==> src/rtl/matmul_pkg.sv <==
// Shared types and constants for the matmul host-side front end.
package matmul_pkg;

    typedef enum logic [2:0] {
        LOAD_X,
        LOAD_Y,
        START,
        WAIT,
        DRAIN
    } host_state_t;

    localparam int FIFO_DEPTH = 2;

endpackage

==> src/rtl/matmul_stream_if.sv <==
// Host word streams: X/Y words in, Z words out, both valid/ready.
interface matmul_stream_if #(
    parameter int DATA_WIDTH = 32
);

    logic [DATA_WIDTH-1:0] in_data;
    logic                  in_valid;
    logic                  in_ready;
    logic [DATA_WIDTH-1:0] out_data;
    logic                  out_valid;
    logic                  out_ready;

    modport master (
        output in_data, in_valid, out_ready,
        input  in_ready, out_data, out_valid
    );

    modport slave (
        input  in_data, in_valid, out_ready,
        output in_ready, out_data, out_valid
    );

endinterface

==> src/rtl/matmul_out_fifo.sv <==
// Small skid FIFO between the Z BRAM read pipeline and the output stream.
module matmul_out_fifo
    import matmul_pkg::*;
#(
    parameter int DATA_WIDTH = 32,
    localparam int PTR_W = $clog2(FIFO_DEPTH),
    localparam int CNT_W = $clog2(FIFO_DEPTH + 1)
) (
    input  logic                  clock,
    input  logic                  reset,
    input  logic                  push,
    input  logic [DATA_WIDTH-1:0] push_data,
    input  logic                  pop,
    output logic [DATA_WIDTH-1:0] head,
    output logic                  valid,
    output logic [CNT_W-1:0]      count
);

    logic [DATA_WIDTH-1:0] mem [FIFO_DEPTH];
    logic [PTR_W-1:0]      wr_ptr;
    logic [PTR_W-1:0]      rd_ptr;

    always_ff @(posedge clock or negedge reset) begin
        if (!reset) begin
            for (int i = 0; i < FIFO_DEPTH; i++) mem[i] <= '0;
            wr_ptr <= '0;
            rd_ptr <= '0;
            count  <= '0;
        end else begin
            if (push) begin
                mem[wr_ptr] <= push_data;
                wr_ptr      <= wr_ptr + 1'b1;
            end
            if (pop) rd_ptr <= rd_ptr + 1'b1;
            case ({push, pop})
                2'b10:   count <= count + 1'b1;
                2'b01:   count <= count - 1'b1;
                default: count <= count;
            endcase
        end
    end

    assign head  = mem[rd_ptr];
    assign valid = (count != '0);

    // A push into a full FIFO is only safe when the head leaves in the same cycle.
    always_ff @(posedge clock) begin
        if (reset) begin
            assert (!(pop && count == '0));
            assert (!(push && !pop && count == CNT_W'(FIFO_DEPTH)));
        end
    end

endmodule

==> src/rtl/matmul_host_if.sv <==
// Streams one X/Y job into the BRAMs, kicks the core, then streams Z back out.
module matmul_host_if
    import matmul_pkg::*;
#(
    parameter int DATA_WIDTH  = 32,
    parameter int ADDR_WIDTH  = 10,
    parameter int MATRIX_SIZE = 1024
) (
    input  logic                  clock,
    input  logic                  reset,
    matmul_stream_if.slave        stream,
    output logic                  busy,
    output logic [DATA_WIDTH-1:0] x_din,
    output logic [ADDR_WIDTH-1:0] x_wr_addr,
    output logic                  x_wr_en,
    output logic [DATA_WIDTH-1:0] y_din,
    output logic [ADDR_WIDTH-1:0] y_wr_addr,
    output logic                  y_wr_en,
    output logic                  start,
    input  logic                  done,
    output logic [ADDR_WIDTH-1:0] z_rd_addr,
    input  logic [DATA_WIDTH-1:0] z_dout
);

    localparam int CW = ADDR_WIDTH + 1;
    localparam int FIFO_CNT_W = $clog2(FIFO_DEPTH + 1);
    localparam logic [CW-1:0] LAST  = CW'(MATRIX_SIZE - 1);
    localparam logic [CW-1:0] LIMIT = CW'(MATRIX_SIZE);

    if (MATRIX_SIZE > 2**ADDR_WIDTH) begin : g_size_check
        $error("MATRIX_SIZE does not fit in ADDR_WIDTH");
    end

    host_state_t             state;
    logic [CW-1:0]           cnt;
    logic [CW-1:0]           rd_cnt;
    logic [CW-1:0]           out_cnt;
    logic                    inflight;
    logic [FIFO_CNT_W-1:0]   fifo_count;
    logic                    fifo_valid;
    logic [DATA_WIDTH-1:0]   fifo_head;
    logic                    handshake;
    logic                    pop;
    logic [2:0]              occupancy;
    logic                    rd_issue;

    assign handshake = stream.in_valid & stream.in_ready;
    assign pop       = fifo_valid & stream.out_ready;

    // Count the word already travelling through the BRAM so the FIFO can never be overrun.
    assign occupancy = 3'(fifo_count) + 3'(inflight) - 3'(pop);
    assign rd_issue  = (state == DRAIN) && (rd_cnt < LIMIT) && (occupancy < 3'(FIFO_DEPTH));
    assign z_rd_addr = (state == DRAIN) ? rd_cnt[ADDR_WIDTH-1:0] : '0;

    always_ff @(posedge clock or negedge reset) begin
        if (!reset) begin
            state           <= LOAD_X;
            cnt             <= '0;
            rd_cnt          <= '0;
            out_cnt         <= '0;
            inflight        <= 1'b0;
            stream.in_ready <= 1'b0;
            busy            <= 1'b0;
            start           <= 1'b0;
            x_wr_en         <= 1'b0;
            x_wr_addr       <= '0;
            x_din           <= '0;
            y_wr_en         <= 1'b0;
            y_wr_addr       <= '0;
            y_din           <= '0;
        end else begin
            x_wr_en  <= 1'b0;
            y_wr_en  <= 1'b0;
            start    <= 1'b0;
            inflight <= rd_issue;
            if (rd_issue) rd_cnt <= rd_cnt + 1'b1;

            case (state)
                LOAD_X: begin
                    stream.in_ready <= 1'b1;
                    if (handshake) begin
                        x_wr_en   <= 1'b1;
                        x_wr_addr <= cnt[ADDR_WIDTH-1:0];
                        x_din     <= stream.in_data;
                        busy      <= 1'b1;
                        if (cnt == LAST) begin
                            cnt   <= '0;
                            state <= LOAD_Y;
                        end else begin
                            cnt <= cnt + 1'b1;
                        end
                    end
                end
                LOAD_Y: begin
                    if (handshake) begin
                        y_wr_en   <= 1'b1;
                        y_wr_addr <= cnt[ADDR_WIDTH-1:0];
                        y_din     <= stream.in_data;
                        if (cnt == LAST) begin
                            cnt             <= '0;
                            stream.in_ready <= 1'b0;
                            state           <= START;
                        end else begin
                            cnt <= cnt + 1'b1;
                        end
                    end
                end
                // The last Y write lands on the edge that raises start.
                START: begin
                    start <= 1'b1;
                    state <= WAIT;
                end
                WAIT: begin
                    if (done) begin
                        rd_cnt  <= '0;
                        out_cnt <= '0;
                        state   <= DRAIN;
                    end
                end
                DRAIN: begin
                    if (pop) begin
                        if (out_cnt == LAST) begin
                            cnt             <= '0;
                            busy            <= 1'b0;
                            stream.in_ready <= 1'b1;
                            state           <= LOAD_X;
                        end else begin
                            out_cnt <= out_cnt + 1'b1;
                        end
                    end
                end
                default: state <= LOAD_X;
            endcase
        end
    end

    matmul_out_fifo #(
        .DATA_WIDTH (DATA_WIDTH)
    ) u_out_fifo (
        .clock     (clock),
        .reset     (reset),
        .push      (inflight),
        .push_data (z_dout),
        .pop       (pop),
        .head      (fifo_head),
        .valid     (fifo_valid),
        .count     (fifo_count)
    );

    assign stream.out_data  = fifo_head;
    assign stream.out_valid = fifo_valid;

endmodule
==> src/flat_wrapper.sv <==
// flat-port wrapper written by rule: the top's interface ports become plain ports
module matmul_host_if_flat import matmul_pkg::*;
#(
    parameter int DATA_WIDTH  = 32,
    parameter int ADDR_WIDTH  = 10,
    parameter int MATRIX_SIZE = 1024
)
  (clock, reset, busy, x_din, x_wr_addr, x_wr_en, y_din, y_wr_addr, y_wr_en, start, done, z_rd_addr, z_dout, stream_in_data, stream_in_valid, stream_out_ready, stream_in_ready, stream_out_data, stream_out_valid);
  matmul_stream_if #(.DATA_WIDTH(DATA_WIDTH)) stream_i ();
  input  logic clock;
  input  logic reset;
  output logic busy;
  output logic [DATA_WIDTH-1:0] x_din;
  output logic [ADDR_WIDTH-1:0] x_wr_addr;
  output logic x_wr_en;
  output logic [DATA_WIDTH-1:0] y_din;
  output logic [ADDR_WIDTH-1:0] y_wr_addr;
  output logic y_wr_en;
  output logic start;
  input  logic done;
  output logic [ADDR_WIDTH-1:0] z_rd_addr;
  input  logic [DATA_WIDTH-1:0] z_dout;
  input wire logic [$bits(stream_i.in_data)-1:0] stream_in_data;
  input wire logic [$bits(stream_i.in_valid)-1:0] stream_in_valid;
  input wire logic [$bits(stream_i.out_ready)-1:0] stream_out_ready;
  output wire logic [$bits(stream_i.in_ready)-1:0] stream_in_ready;
  output wire logic [$bits(stream_i.out_data)-1:0] stream_out_data;
  output wire logic [$bits(stream_i.out_valid)-1:0] stream_out_valid;
  assign stream_i.in_data = stream_in_data;
  assign stream_i.in_valid = stream_in_valid;
  assign stream_i.out_ready = stream_out_ready;
  assign stream_in_ready = stream_i.in_ready;
  assign stream_out_data = stream_i.out_data;
  assign stream_out_valid = stream_i.out_valid;
  matmul_host_if #(.DATA_WIDTH(DATA_WIDTH), .ADDR_WIDTH(ADDR_WIDTH), .MATRIX_SIZE(MATRIX_SIZE)) u_core (.clock(clock), .reset(reset), .stream(stream_i), .busy(busy), .x_din(x_din), .x_wr_addr(x_wr_addr), .x_wr_en(x_wr_en), .y_din(y_din), .y_wr_addr(y_wr_addr), .y_wr_en(y_wr_en), .start(start), .done(done), .z_rd_addr(z_rd_addr), .z_dout(z_dout));
endmodule
==> config.mk <==
export PLATFORM = sky130hd
export DESIGN_NAME = matmul_host_if_flat
export DESIGN_NICKNAME = d
export VERILOG_FILES = /design/src/rtl/matmul_pkg.sv /design/src/rtl/matmul_stream_if.sv /design/src/rtl/matmul_out_fifo.sv /design/src/rtl/matmul_host_if.sv /design/src/flat_wrapper.sv
export SDC_FILE = /design/constraint.sdc
export NUM_CORES = 1
export LEC_CHECK = 0
export BUFFER_PORTS_ARGS = -buffer_cell sky130_fd_sc_hd__buf_2
export CAP_MARGIN = 0
export CORE_UTILIZATION = 54
export DETAILED_ROUTE_END_ITERATION = 10
export GPL_TIMING_DRIVEN = 0
export PLACE_DENSITY = 0.8
export SETUP_SLACK_MARGIN = 0.4
export SLEW_MARGIN = 20
export SYNTH_ARGS = -nofsm -noshare
export SYNTH_HDL_FRONTEND = slang
export SYNTH_SLANG_ARGS = --single-unit
export TNS_END_PERCENT = 10
==> constraint.sdc <==
create_clock -name clock -period 4.2 [get_ports clock]
set_clock_uncertainty 0.15 [all_clocks]
set_input_delay 0.42 -clock clock [delete_from_list [all_inputs] [get_ports clock]]
set_output_delay 0.42 -clock clock [all_outputs]
set_load 0.01 [all_outputs]
Yosys cells after proc, flatten, opt, wreduce, memory -nomap -nowiden. Cells that the tools add are included.

Magnitude comparators: 5. Add/subtract/negate cells: 9. Reductions and logical operators: 18. Bitwise logic cells: 4. Multiplexer cells: 41. Equal/unequal tests: 17.

Operators by type and width (number): $mux W32 (4); $mux W11 (10); $bwmux W64 (1); $pmux W11 S2 (2); $add A11 B1 Y11 const B (3); $demux W32 S1 (1); $eq A11 B10 Y1 const B (2); $mux W3 (7); $pmux W3 S5 (1); $ne A2 B1 Y1 const B (6); $reduce_and A4 Y1 (3); $lt A11 B11 Y1 const B (1); $mux W1 (11); $mux W10 (1); $reduce_bool A2 Y1 (5); $reduce_and A7 Y1 (1); $eq A3 B2 Y1 const B (2); $ne A2 B2 Y1 const B (3); $reduce_and A5 Y1 (1); $ge A2 B2 Y1 const B (2); $not A1 Y2 (2); $pmux W2 S2 (1); $reduce_and A2 Y1 (2); $add A2 B1 Y3 (1); other kinds (17) (21).

Bits of input ports: 69. Output and inout bits: 132. Logic and storage cells: 113. Bits in registers: 194.

Longest topological paths before layout. Gate-level depths: netlist (run 1).

Depth after elaboration: 8. Depth in mapped cells: 9. Gate-level depth less buffers: 9.

Modules after synthesis. From an unflattened synthesis (run 1), not the netlist that was laid out.

Cell total of the unflattened synthesis: 619. Area, all modules: 8348.0 um2.

By module, submodules not included: matmul_host_if (instances 1, area an instance 5421.4 um2, cells an instance 434); matmul_out_fifo (instances 1, area an instance 2926.6 um2, cells an instance 185).

Least setup slack after synthesis (run 1). No wires, ideal clock.

Kind: reg2reg. Start: register u_core.u_out_fifo.count[1]. End: register u_core.rd_cnt[7]. Library setup time: 0.078 ns. Setup slack: 1.123 ns. Arrival time: 2.849 ns. Buffers on the path: 0. Cell stages (with the launch flop): 10. Required time: 3.972 ns. Clock period less this slack: 3.077 ns. Path through: dfrtp_1 -> o21ai_1 -> inv_1 -> ha_1 -> nand2b_1 -> fa_1 -> nor2b_1 -> nand4_1 -> or4_1 -> a21oi_1.

Word-level cells in the longest chain between the ends: 8. Elaborated cells between the ends (all ways): 9. Classes of those cells: add/sub (2); order compare (1); mux (3); bitwise (1); reduce/logical (2).

RTL lines: start: declaration (RTL line matmul_out_fifo.sv:16) `output logic [CNT_W-1:0] count`; start signal: assignment (RTL line matmul_out_fifo.sv:36) `2'b10: count <= count + 1'b1;`; start signal: assignment (RTL line matmul_out_fifo.sv:37) `2'b01: count <= count - 1'b1;`; start signal: assignment (RTL line matmul_out_fifo.sv:38) `default: count <= count;`; $reduce_bool A2 Y1 (*) (RTL line matmul_out_fifo.sv:44) `assign valid = (count != '0);`; $and A1 B1 Y1 (*) (RTL line matmul_host_if.sv:48) `assign pop = fifo_valid & stream.out_ready;`; net u_core.pop (RTL line matmul_host_if.sv:43) `logic pop;`; $sub A3 B1 Y3 (*) (RTL line matmul_host_if.sv:51) `assign occupancy = 3'(fifo_count) + 3'(inflight) - 3'(pop);`; $lt A3 B2 Y1 (*) (RTL line matmul_host_if.sv:52) `assign rd_issue = (state == DRAIN) && (rd_cnt < LIMIT) && (occupancy < 3'(FIFO_DEPTH));`; $logic_and A1 B1 Y1 (*) (RTL line matmul_host_if.sv:52); $mux W11 (*) (RTL line matmul_host_if.sv:76) `if (rd_issue) rd_cnt <= rd_cnt + 1'b1;`; $mux W11 (RTL line matmul_host_if.sv:114) `if (done) begin`; $mux W11 (*) (RTL line matmul_host_if.sv:78) `case (state)`; end signal: assignment (RTL line matmul_host_if.sv:76); end: declaration (RTL line matmul_host_if.sv:36) `logic [CW-1:0] rd_cnt;`.

Mark *: on every way through the listed nets, which the timed path passes. The rest lies on a longest branch. A chain may end at the register's enable or synchronous reset.

Worst setup path in the final report (run 1). Same ends and word-level chain as after synthesis.

==> flow_results.org, run 1 <==
** Final layout
- Post-layout net count :: 911
- Multi-input logic area :: 3350 um2
- Fraction of final layout cells with drive strength greater than 1 :: 0.519
- From synthesis to final layout, the design area changed by 22.8%.
- Commonest non-fill, non-tap cell in the layout :: buf_2
- The number of antenna diodes in the final layout is 0.
- The layout has 1066 filler cells.
- Sequential cell area :: 4850 um2
- Most frequent cells in the layout :: buf_2, dfrtp_1, mux2_2

** Die
- 201 I/O pins were placed.
- In this run the standard cell core region covers 15100 um2.
- Width of the die :: 127 um
- The initial utilization of the core area, before any placement, comes to 0.553.
- The floorplan step set the die height to 127 um.
- The floorplan step defined a die boundary enclosing 16000 um2.
- Cell row count :: 45

** Job
- Number of max-capacitance violations reported :: 0

** STA
- Final setup viols :: 0
- Final Hold Viols :: 0
- At the pin with the least slew margin, the transition time is 0.833 ns.
- Dividing the final minimum period by the clock period gives 0.850.
- Across all setup checks in the final design, the least slack found is 0.632 ns.
- Count of final max-slew check failures :: 0
- Highest clock rate :: 280 MHz
- Final total negative setup slack :: 0 ns
- Headroom to the max-slew limit :: 0.440
- Setup repair after global routing left no endpoint under its margin.
- Post-route minimum period :: 3.57 ns

** Global routing
- Antenna violations before repair :: 0
- Overflow after GRT :: 0
- Pin count of the biggest net entering global routing :: 88
- For this run, the total global-route usage over all layers was measured as 0.248.
- Global-route wire length before repair :: 31000 um
- Vias in the first global route :: 6177

** Synthesis
- Post-synth cell types :: 59
- The Yosys step of the flow raised 0 warnings.
- Syn Std Cell Area :: 8380 um2
- For this run, asynchronously set or reset flops after synthesis account for 1.00.
- Synth top area share :: 0.579
- The number of nets in the synthesized netlist is 689.
- The biggest area contributor in the post-synthesis netlist is dfrtp_1.
- The synthesized design contains 0 enable-type register cells.
- After synthesis the netlist holds a flip-flop and latch count of 194.
- After technology mapping, the gate count stands at 614.
- Most area-consuming cells after synthesis :: dfrtp_1, mux2_2, nand2_1
- Post-synthesis average cell area :: 13.6 um2
- Of the synthesized area, sequential elements account for 0.579.
- The most used flip-flop cell after synthesis is dfrtp_1.

** Worst setup path
- Startpoint class of the critical path :: flop
- CP Data Arrival Time :: 3.76 ns
- By startpoint and endpoint, the worst setup path is classified as flop to flop.
- Top fanout value on the critical path :: 7
- STA classifies the critical path endpoint as a flop.
- Walking the worst path, the cells encountered are o21ai_1, inv_1, ha_1, nand2b_1, fa_1, nor2b_1, nand4_1, or4_1, a21oi_1.
- STA puts the critical path data required time at 4.40 ns.
- Worst path slowest cell :: or4_1
- The largest single stage delay on the critical path is 0.55 ns.

** Clock tree
- In this run, CTS created clock tree buffers numbering 17.
- CTS placed an instance of clkbuf_16 at the clock tree root.
- Max H-tree Level :: 4
- Number of buffers inserted to repair setup after CTS :: 0
- The later pin in the worst-skew pair is clocked with a latency of 0.43 ns.
- Number of sinks on the clock net :: 194
- TritonCTS clock tree :: yes
- Cts-stage hold buffer count :: 1
- The number of gates resized after CTS was 0.
- The clock passes through at most 2 buffers.
- After clock tree synthesis, the clock-pin slew on the worst setup and hold paths is 0.08 ns.

** Routing
- Wires add up to 18800 um.
- The first routing iteration left 302 violations.
- First-pass iteration count of the detailed router :: 5
- Number of design rule violations left after detail routing :: 0
- Number of antenna-violating nets in the routed design :: 0
- Total via count after detailed routing :: 5853
- Via density :: 5.64
- Dividing the detail-routed wire length by the instance count gives 18.2 um.

** Power and ir drop
- Power spread over the standard cell area amounts to 680 nW/um2.
- Maximum ir drop on the vdd rail :: 445 uV
- Total power :: 0.00700 W
- The analysis attributes to cell leakage a power of 4.66 nW.

** Hold path
- Classification of the worst-slack hold path :: input pin to flop

** Status
- Run status :: finished, final reports clean

** Placed design
- DP Worst Slack :: 0.674 ns
- Once detailed placement completed, the half-perimeter wirelength came to 13600 um.
- Routability-driven placement finished with a final weighted congestion of 0.825.
- Buffers placed on the I/O ports in this run total 200.
-- cell families after synthesis --
kind of cell,count (synthesis),synth area share
buf+inv,44,0.0212
simple gates,119,0.0836
compound gates,56,0.0475
flops,194,0.579
mux,185,0.248
fa+ha+maj,6,0.00985
xor+xnor,10,0.0105
-- report_power, final --
part	internal [W]	leakage [nW]	switching (W)	total, W
Sequential	0.00245	2.26	0.000377	0.00283
Combinational	0.00126	2.10	0.00127	0.00253
Clock	0.000898	0.292	0.000743	0.00164
-- flip-flops by register name, summed over array words and instances (netlist names) --
name / cells
u_core.x_wr_addr: 10
u_core.start: 1
u_core.x_wr_en: 1
u_core.cnt: 11
u_core.y_wr_addr: 10
u_core.u_out_fifo.count: 2
u_core.u_out_fifo.rd_ptr: 1
u_core.state: 3
u_core.stream.in_ready: 1
u_core.u_out_fifo.wr_ptr: 1
u_core.x_din: 32
u_core.u_out_fifo.mem: 64
u_core.out_cnt: 11
u_core.rd_cnt: 11
u_core.y_din: 32
u_core.inflight: 1
u_core.y_wr_en: 1
u_core.busy: 1
-- synthesized netlist by cell type (5+ instances only) --
| library cell | count |
|---|---|
| ha_1 | 5 |
| xnor2_1 | 6 |
| a31oi_1 | 5 |
| and2_1 | 10 |
| o211ai_1 | 7 |
| o31ai_1 | 5 |
| nor2_1 | 15 |
| inv_1 | 16 |
| a21oi_1 | 6 |
| nand4_1 | 7 |
| mux2_2 | 182 |
| or4_1 | 5 |
| nor3_1 | 11 |
| a21boi_0 | 5 |
| clkbuf_1 | 14 |
| nand3_1 | 12 |
| nand2_1 | 24 |
| buf_2 | 9 |
| dfrtp_1 | 194 |
| o21ai_0 | 7 |
-- metal layers --
| layer | routed length [um] | global-route usage | share of wire | up-vias |
|---|---|---|---|---|
| met5 | 0 | 0 | 0 | - |
| met3 | 1400 | 0.0747 | 0.074 | 28 |
| met4 | 276 | 0.0836 | 0.015 | 0 |
| met1 | 7690 | 0.299 | 0.41 | 2908 |
| met2 | 9470 | 0.426 | 0.50 | 246 |
| li1 | - | - | - | 2671 |
-- critical path, delay by kind of cell (launching register included) --
family / cells / cell delay, ns
AO/OA/AOI/OAI: 2 / 0.65
flip-flops: 1 / 0.47
buffers and inverters: 1 / 0.14
AND/OR/NAND/NOR: 4 / 1.21
adder cells (fa/ha/maj): 2 / 0.87
-- area by class of cell --
type,count,area share
plain buffers,28,0.0114
clock buffers,17,0.0414
clock inverters,15,0.0165
inverters,16,0.00584
multi-input cells,376,0.325
flip-flops and latches,194,0.472
well taps,188,0.0229
repair buffers,203,0.105
-- path summary, 6_finish.rpt --
path	start	to	slack (ns)	cells after the start
worst min register to register	u_core.busy	u_core.busy	0.33	1
max in group asynchronous	reset	u_core.y_din[18]	2.58	4
min in group asynchronous	reset	u_core.rd_cnt[7]	0.27	2
worst max-delay path	u_core.u_out_fifo.count[1]	u_core.rd_cnt[7]	0.63	9
worst min-delay path	stream_in_data[14]	u_core.x_din[14]	0.08	2
worst max register to register	u_core.u_out_fifo.count[1]	u_core.rd_cnt[7]	0.63	9
-- stage by stage --
stage          cells  area (um2)  hold slack, ns  utilization
3_5_place_dp    1004        9680           0.116        0.639
5_1_grt         1037       10300          0.0697        0.679
2_1_floorplan    614        8380         -0.0256            -
3_3_place_gp    1002        9620           0.305        0.635
4_1_cts         1037       10300          0.0677        0.679
6_report        1037       10300          0.0770        0.679
Note: power is estimated with default switching activity, not from simulation.
==> run 2, diff against run 1 <==
--- a/config.mk
+++ b/config.mk
@@ -5,12 +5,13 @@
 export SDC_FILE = /design/constraint.sdc
 export NUM_CORES = 1
 export LEC_CHECK = 0
+export ABC_AREA = 1
 export BUFFER_PORTS_ARGS = -buffer_cell sky130_fd_sc_hd__buf_2
 export CAP_MARGIN = 0
-export CORE_UTILIZATION = 54
+export CORE_UTILIZATION = 49
 export DETAILED_ROUTE_END_ITERATION = 10
 export GPL_TIMING_DRIVEN = 0
-export PLACE_DENSITY = 0.8
+export PLACE_DENSITY = 0.77
 export SETUP_SLACK_MARGIN = 0.4
 export SLEW_MARGIN = 20
 export SYNTH_ARGS = -nofsm -noshare
==> constraint.sdc (replaced) <==
create_clock -name clock -period 3.1 [get_ports clock]
set_clock_uncertainty 0.15 [all_clocks]
set_input_delay 0.31 -clock clock [delete_from_list [all_inputs] [get_ports clock]]
set_output_delay 0.31 -clock clock [all_outputs]
set_load 0.01 [all_outputs]
==> run 2 against run 1 <==
  * The flow now finishes with violations (design-rule violations)
  * Final area up 6.9%
  * Final cell count up 47%
  * Total power up 31%
  * Worst hold slack worse by 0.072 ns
  * Sequential power up 32%
  * Largest power group unchanged
==> flow_results.org, run 2 <==
** Final layout
- Post-layout net count :: 1365 (+50%)
- The largest registers in the layout are u_core.u_out_fifo.mem (64), u_core.x_din (32), u_core.y_din (32).
- The final cell count without fillers came to 1526 (+47%).
- Multi-input logic area :: 3100 um2 (-7.5%)
- The register cell area after layout is 4860 um2 (about the same).
- The flip-flop count of the largest register, all copies and words added is 64 (unchanged).
- The fill cell instance count of the final layout came to 1429 (+34%).
- Synthesis-to-layout area growth :: 27.7%
- Commonest non-fill, non-tap cell in the layout :: nand2_1
- Top register by number of flip-flops :: u_core.u_out_fifo.mem
- The layout cell share with drive strength beyond 1 was 0.226 (-0.293).
- The library cells used most frequently in the layout, excluding fill and tap cells, are nand2_1, buf_2, dfrtp_1.
- The area of all placed cells without fillers came to 11000 um2 (+6.9%).
- Number of antenna repair diodes :: 0 (unchanged)

** Power and ir drop
- The share of power burned in registers was 0.407 (+0.003).
- The standby leakage power is 5.93 nW (+27%).
- Pwr/cell area :: 835 nW/um2 (+23%)
- Maximum ir drop on the vdd rail :: 442 uV (-0.48%)
- Total power :: 0.00918 W (+31%)
- Comb power frac :: 0.359 (-0.002)
- The clock share of power came to 0.234 (about the same).
- The switching share of total power was 0.385 (+0.0437).
- The internal power is 0.00564 W (+22%).
- The reported net switching power was 0.00353 W (+48%).

** Die
- Width of the die :: 135 um (+6.3%)
- Ports :: 201 (unchanged)
- Die Footprint :: 18100 um2 (+13%)
- Initial cell density of the core :: 0.500 (-0.0537)
- The core region area is 17200 um2 (+14%).
- The overall die height came to 135 um (+6.3%).
- The floorplan row count came to 48 (+6.7%).

** Placed design
- Detail Placement HPWL :: 15100 um (+12%)
- Placer Congestion :: 0.837 (+1.5%)
- DP Cell Count :: 1451 (+45%)
- Number of I/O port buffers :: 200 (unchanged)
- The placed standard-cell area was 9960 um2 (+2.9%).

** Global routing
- Overflow after GRT :: 0 (unchanged)
- Global-route wire length before repair :: 37600 um (+22%)
- Vias in the first global route :: 7588 (+23%)
- Pin count of the biggest net entering global routing :: 97 (+10%)
- The initial antenna violation count came to 0 (unchanged).
- The global-route usage over all layers was 0.264 (+0.0163).

** Routing
- The detailed-routing iteration count for the pre-antenna-repair pass is 8 (+3).
- Number of design rule violations left after detail routing :: 1 (+1)
- The aggregate routed wire length was 22800 um (+21%).
- Total via count after detailed routing :: 7793 (+33%)
- The wire length per cell came to 15.0 um (-18%).
- Number of antenna-violating nets in the routed design :: 0 (unchanged)
- First DRT Iteration DRCs :: 544 (+80%)
- The per-cell via count in the routed design was 5.11 (-9.5%).

** Synthesis
- The number of distinct library cell variants in the gate-level netlist after synthesis was 35 (-41%).
- Synth cell count leaders :: nand2_1, dfrtp_1, o21ai_0, inv_1, nor2_1
- Fraction of synthesis flops using an asynchronous set or reset pin :: 1.00 (unchanged)
- The post-synthesis instance total came to 1024 (+67%).
- The synthesis warning total is 0 (unchanged).
- Post-synthesis average cell area :: 8.41 um2 (-38%)
- Seq/Total Area, Yosys :: 0.564 (-0.0156)
- For this run, the leading register cell type out of synthesis is dfrtp_1.
- The number of enable-type register cells in the synthesized netlist was 0 (unchanged).
- Top cell type by total area after synthesis :: dfrtp_1
- Count of state elements after synthesis :: 194 (unchanged)
- The cell area after synthesis is 8610 um2 (+2.8%).
- The number of nets in the synthesized netlist came to 1099 (+60%).
- Yosys instantiated no cell more often than nand2_1.
- The area share of the largest cell type after synthesis came to 0.564 (-0.0156).
- Most area-consuming cells after synthesis :: dfrtp_1, nand2_1, o21ai_0

** Clock tree
- Max H-tree Level :: 4 (unchanged)
- The TritonCTS sink count is 194 (unchanged).
- TritonCTS clock tree :: yes
- The cell sitting at the root of the clock tree is a clkbuf_16.
- The TritonCTS buffer count came to 17 (unchanged).
- The clock slew at the register clock pins of the worst setup and hold paths is 0.08 ns (about the same).
- The clock tree buffer depth was 2 (unchanged).
- Insertion delay of the later-clocked pin in the worst-skew pair :: 0.43 ns (about the same)

** STA
- Post-route minimum period :: 2.53 ns
- The max-slew violation count is 0 (unchanged).
- The number of failing setup endpoints in the final timing report was 0 (unchanged).
- The final number of hold-violating endpoints is 0 (unchanged).
- Timing would allow up to 395 MHz.
- The slew at the pin with the worst max-slew slack is 0.578 ns (-0.254 ns).
- The relative slew slack came to 0.614 (+0.175).
- Part of the cycle the worst path needs :: 0.817
- Setup repair after global routing left no endpoint under its margin.

** Worst setup path
- STA classifies the critical path startpoint as a flop.
- Top fanout value on the critical path :: 10 (+3)
- Critical Setup Path Class :: flop to output pin
- Most repeated library cell on the critical path :: buf_2
- Traced cell by cell, the critical path runs through nor2_4, nand2_2, clkbuf_1, buf_2, nor2_1, buf_2.
- In this design, the largest share of critical-path delay is due to buffers and inverters.
- The slowest stage of the critical path belongs to the cell clkbuf_1.
- Worst Path Buf+Inv :: 3 (+2)
- The worst setup path is captured at an output pin.
- The critical path required time came to 2.64 ns (-1.76 ns).
- The delay of the slowest cell on the worst path is 0.47 ns (-0.08 ns).
- The data arrival time of the critical path came to 2.07 ns (-1.69 ns).

** Job
- The max-cap violation count is 0 (unchanged).

** Status
- The final reports fail on design-rule violations.
- Run status :: complete, but fails checks

** Hold path
- The min-delay analysis places its worst path in the category input pin to flop.
## run 2: cell count changes after synthesis, moves of 21 or more
cell,previous run,this run
inv_1,16,115
mux2_2,182,0
nand2_1,24,351
nand3_1,12,33
o21ai_0,7,132
o21ai_1,2,29
## run 2: layer usage
metal | track usage | wire, um | vias up
met5 | 0 | 0 | -
met4 | 0.109 | 756 | 0
met3 | 0.0571 | 1260 | 59
met2 | 0.419 | 10800 | 269
met1 | 0.354 | 9990 | 3712
li1 | - | - | 3753
## run 2: power by group through the flow
stage / registers [W] / logic [W] / clock network, W
final: 0.00374 / 0.00329 / 0.00215
after global routing: 0.00383 / 0.00375 / 0.00228
after CTS: 0.00371 / 0.00326 / 0.00218
after detailed placement: 0.00375 / 0.00318 / 0
after global placement: 0.00372 / 0.00308 / 0
after floorplan: 0.00377 / 0.00192 / 0
## run 2: cell type report
cell class                      count  area share
Clock buffer                       18      0.0399
Clock inverter                     12      0.0110
Tap cell                          225      0.0256
Inverter                          121      0.0415
Buffer                             45      0.0205
Multi-Input combinational cell    664       0.282
Sequential cell                   194       0.442
Timing Repair Buffer              247       0.138
## run 2: cell families (layout without fill, tap and decap cells)
| group | Yosys count | count (layout) | synth area share |
|---|---|---|---|
| and+or+nand+nor | 456 | 456 | 0.219 |
| adders and majority gates | 6 | 6 | 0.00959 |
| AOI/OAI and AO/OA | 197 | 197 | 0.123 |
| buffers and inverters | 166 | 443 | 0.0789 |
| DFF | 194 | 194 | 0.564 |
| xor gates and xnor gates | 5 | 5 | 0.00508 |
## run 2: worst register-to-register path, stage by stage (launching register included)
cell	delay [ns]
dfrtp_1	0.41
nor2_2	0.07
nor2_2	0.23
ha_4	0.26
inv_1	0.05
nand2_1	0.07
fa_1	0.50
nand3_1	0.12
nor2_4	0.13
buf_4	0.18
nand3_1	0.10
a22oi_1	0.15
## run 2: repair_timing
| item | CTS | global route |
|---|---|---|
| hold buffers | 45 | 0 |
| gates cloned | 0 | 0 |
| pin swaps | 0 | 0 |
| endpoints found under the hold margin | 156 | 0 |
| setup endpoints to repair | 2 | 11 |
| resized for setup | 1 | 5 |
| buffers inserted | 0 | 0 |
## run 2: final timing paths
kind / from / to / slack [ns] / cells past startpoint
setup / recovery: u_core.state[1] / z_rd_addr[9] / 0.57 / 6
hold / removal: z_dout[24] / u_core.u_out_fifo.mem[56] / 0.005 / 3
setup reg to reg: u_core.u_out_fifo.count[0] / u_core.rd_cnt[8] / 0.60 / 11
hold reg to reg: u_core.y_din[6] / u_core.y_din[6] / 0.33 / 2
max in group asynchronous: reset / u_core.stream.in_ready / 1.49 / 4
min in group asynchronous: reset / u_core.u_out_fifo.mem[5] / 0.14 / 2
## run 2: per-stage QoR
step,setup slack [ns],hold WS [ns],setup TNS (ns),util
finish,0.569,0.00518,0,0.638
global route,0.412,0.00246,0,0.638
CTS,0.438,0.000151,0,0.637
detailed placement,0.427,-0.00727,0,0.578
global placement,-1.66,0.312,-317.97,0.574
floorplan,0.702,-0.136,0,-
==> run 3, diff against run 2 <==
--- a/config.mk
+++ b/config.mk
@@ -8,10 +8,10 @@
 export ABC_AREA = 1
 export BUFFER_PORTS_ARGS = -buffer_cell sky130_fd_sc_hd__buf_2
 export CAP_MARGIN = 0
-export CORE_UTILIZATION = 49
+export CORE_UTILIZATION = 54
 export DETAILED_ROUTE_END_ITERATION = 10
 export GPL_TIMING_DRIVEN = 0
-export PLACE_DENSITY = 0.77
+export PLACE_DENSITY = 0.8
 export SETUP_SLACK_MARGIN = 0.4
 export SLEW_MARGIN = 20
 export SYNTH_ARGS = -nofsm -noshare
==> constraint.sdc (replaced) <==
create_clock -name clock -period 2.4 [get_ports clock]
set_clock_uncertainty 0.15 [all_clocks]
set_input_delay 0.24 -clock clock [delete_from_list [all_inputs] [get_ports clock]]
set_output_delay 0.24 -clock clock [all_outputs]
set_load 0.01 [all_outputs]
==> run 3 against run 2 <==
  * The flow now finishes without violations
  * Global-route usage is 2.7 points higher
  * First-iteration DRC count is 13% higher
  * Highest routed layer unchanged
  * Final cell count is 0.98% higher
  * Clock-buffer cell count stayed put
  * Sequential power is 29% higher
  * Register-to-register slack worse by 0.55 ns
  * Wire length is 3.8% higher
  * Die area is 9.1% lower
  * Largest cell class unchanged
  * Worst setup slack worse by 0.52 ns
==> flow_results.org, run 3 (same netlist as run 2, synthesis figures left out) <==
** Final layout
- Counting flops per register, the top entry is u_core.u_out_fifo.mem.
- The flip-flop count of the largest register, all copies and words added was 64 (unchanged).
- Largest regs :: u_core.u_out_fifo.mem (64), u_core.x_din (32), u_core.y_din (32)
- Synthesis-to-layout area growth :: 33.8%
- Most frequent cells in the layout :: nand2_1, buf_2, dfrtp_1
- Final Instance Count excl. Fillers :: 1541 (+0.98%)
- The number of diodes added for antenna fixing is 0 (unchanged).
- The library cell used most frequently in the layout, excluding fill and tap cells, is nand2_1.
- The layout net count came to 1392 (+2.0%).
- Final core utilization :: 0.750 (+0.112)
- The layout cell share with drive strength beyond 1 came to 0.254 (+0.0282).

** Global routing
- The global-route wire length before repair came to 37300 um (-0.75%).
- Vias in the first global route :: 7692 (+1.4%)
- The global-route usage over all layers came to 0.292 (+0.0275).
- Pin count of the biggest net entering global routing :: 92 (-5.2%)
- The initial antenna violation count was 0 (unchanged).
- Overflow after GRT :: 0 (unchanged)

** Placed design
- Detail Placement HPWL :: 15300 um (+0.71%)
- The routability congestion estimate is 0.854 (+1.9%).
- The number of buffers added on ports was 200 (unchanged).
- DP Worst Slack :: -0.162 ns (-0.590 ns)
- DP Cell Count :: 1437 (-0.96%)

** Power and ir drop
- The share of power burned in registers is 0.384 (-0.023).
- The reported net switching power came to 0.00483 W (+37%).
- Comb power frac :: 0.374 (+0.015)
- The internal power was 0.00777 W (+38%).
- Pwr/cell area :: 1090 nW/um2 (+31%)
- Switching power as a share of total power :: 0.383 (-0.00211)
- Maximum ir drop on the vdd rail :: 623 uV (+41%)
- Leakage power figure :: 6.13 nW (+3.3%)
- The clock share of power was 0.241 (+0.007).

** Die
- Placeable core region :: 15400 um2 (-11%)
- Initial cell density of the core :: 0.560 (+0.0606)
- The die extent in x came to 128 um (-4.7%).
- The overall die height was 128 um (-4.7%).
- The number of I/O pins came to 201 (unchanged).
- Die Footprint :: 16500 um2 (-9.1%)
- The floorplan row count is 45 (-6.3%).

** STA
- The max-slew violation count was 0 (unchanged).
- Part of the cycle the worst path needs :: 0.978
- Crit path setup slack, layout :: 0.0527 ns (-0.516 ns)
- Final setup viols :: 0 (unchanged)
- Highest clock rate :: 426 MHz
- The slew at the pin with the worst max-slew slack came to 0.511 ns (-0.0672 ns).
- Setup repair after global routing missed its margin :: yes
- Headroom to the max-slew limit :: 0.659 (+0.0448)
- Post-route minimum period :: 2.35 ns
- Final Hold Viols :: 0 (unchanged)

** Worst setup path
- Crit. End Element :: flop
- Top fanout value on the critical path :: 5 (-5)
- The critical path is of the flop to flop type.
- Required @ worst endpoint :: 2.61 ns (-0.03 ns)
- The data arrival time of the critical path is 2.55 ns (+0.48 ns).
- The worst setup path is launched from a flop.

** Clock tree
- Clock slew seen by the registers of the worst setup and hold paths :: 0.07 ns (about the same)
- TritonCTS built the clock tree.
- Number of sinks on the clock net :: 194 (unchanged)
- The clock latency reported for the late side of the worst-skew pair is 0.43 ns (about the same).
- Number of clock buffers inserted by TritonCTS :: 17 (unchanged)
- Max H-tree Level :: 4 (unchanged)
- CTS placed an instance of clkbuf_16 at the clock tree root.
- Clock Tree Buf Depth :: 2 (unchanged)

** Hold path
- The path class of the tightest hold or removal check is input pin to flop.

** Routing
- The wire length per cell came to 15.4 um (+2.8%).
- The detailed-routing iteration count for the pre-antenna-repair pass is 5 (-3).
- The total via count after detailed routing was 8020 (+2.9%).
- The number of remaining DRC errors was 0 (-1).
- The detailed router's first-iteration violation count was 614 (+13%).
- Via density :: 5.20 (+1.9%)
- Number of antenna-violating nets in the routed design :: 0 (unchanged)
- The aggregate routed wire length was 23700 um (+3.8%).

** Status
- Run status :: finished, final reports clean

** Job
- The max-cap violation count is 0 (unchanged).
## run 3: cell type report
| cell class | instances | area, um2 |
|---|---|---|
| clock buffer | 18 | 439 |
| buffer | 45 | 265 |
| clock inverter | 14 | 193 |
| sequential | 194 | 4860 |
| timing repair buffer | 274 | 1800 |
| tap | 211 | 264 |
| multi-input combinational | 664 | 3250 |
| inverter | 121 | 457 |
| fill | 1068 | 3850 |
## run 3: worst max-delay path: stages, from the launching register on
cell and delay [ns]:
dfrtp_2 0.42, nor2_4 0.14, nor2_4 0.05, ha_4 0.21
inv_2 0.05, nand2_2 0.06, fa_1 0.50, nand3_2 0.09
nor2_4 0.22, buf_6 0.16, nand3_2 0.08, a22oi_2 0.14
## run 3: worst paths after layout
path / start / end / slack (ns) / depth (start not counted)
max in group asynchronous: reset / u_core.cnt[6] / 1.30 / 3
max: u_core.u_out_fifo.count[1] / u_core.rd_cnt[8] / 0.05 / 11
min: stream_in_valid / u_core.y_wr_en / 0.05 / 3
min in group asynchronous: reset / u_core.u_out_fifo.mem[45] / 0.09 / 2
max reg2reg: u_core.u_out_fifo.count[1] / u_core.rd_cnt[8] / 0.05 / 11
min reg2reg: u_core.busy / u_core.busy / 0.32 / 2
## run 3: stage by stage
| step | hold slack (ns) | setup TNS [ns] | instance area (um2) | power (W) |
|---|---|---|---|---|
| 3_3_place_gp | 0.307 | -430.40 | 9900 | 0.00882 |
| 4_1_cts | 0.0149 | 0 | 11300 | 0.0123 |
| 2_1_floorplan | -0.206 | 0 | 8640 | 0.00742 |
| 3_5_place_dp | -0.0476 | -1.34 | 9970 | 0.00899 |
| 5_1_grt | 0.0509 | -0.147 | 11500 | 0.0134 |
| 6_report | 0.0532 | 0 | 11500 | 0.0126 |
## run 3: power groups by stage
stage               Combinational [W]  Clock (W)  Sequential (W)
detailed placement            0.00413          0         0.00485
global route                  0.00524    0.00321         0.00494
floorplan                     0.00255          0         0.00487
global placement              0.00401          0         0.00482
CTS                           0.00440    0.00307         0.00480
finish                        0.00471    0.00304         0.00484
## run 3: per-layer routing
metal	vias to the layer above	track usage	wire length (um)
met1	3832	0.376	9660
li1	3811	-	-
met4	0	0.130	817
met5	-	0	0
met2	309	0.480	11700
met3	68	0.0568	1540
## run 3: what timing repair did
item / in CTS / in global routing
gates resized for setup: 11 / 62
endpoints found under the hold margin: 322 / 0
hold buffers: 66 / 0
setup endpoints to repair: 53 / 116
setup buffers: 4 / 1
pin swaps: 8 / 23
cloned: 1 / 0
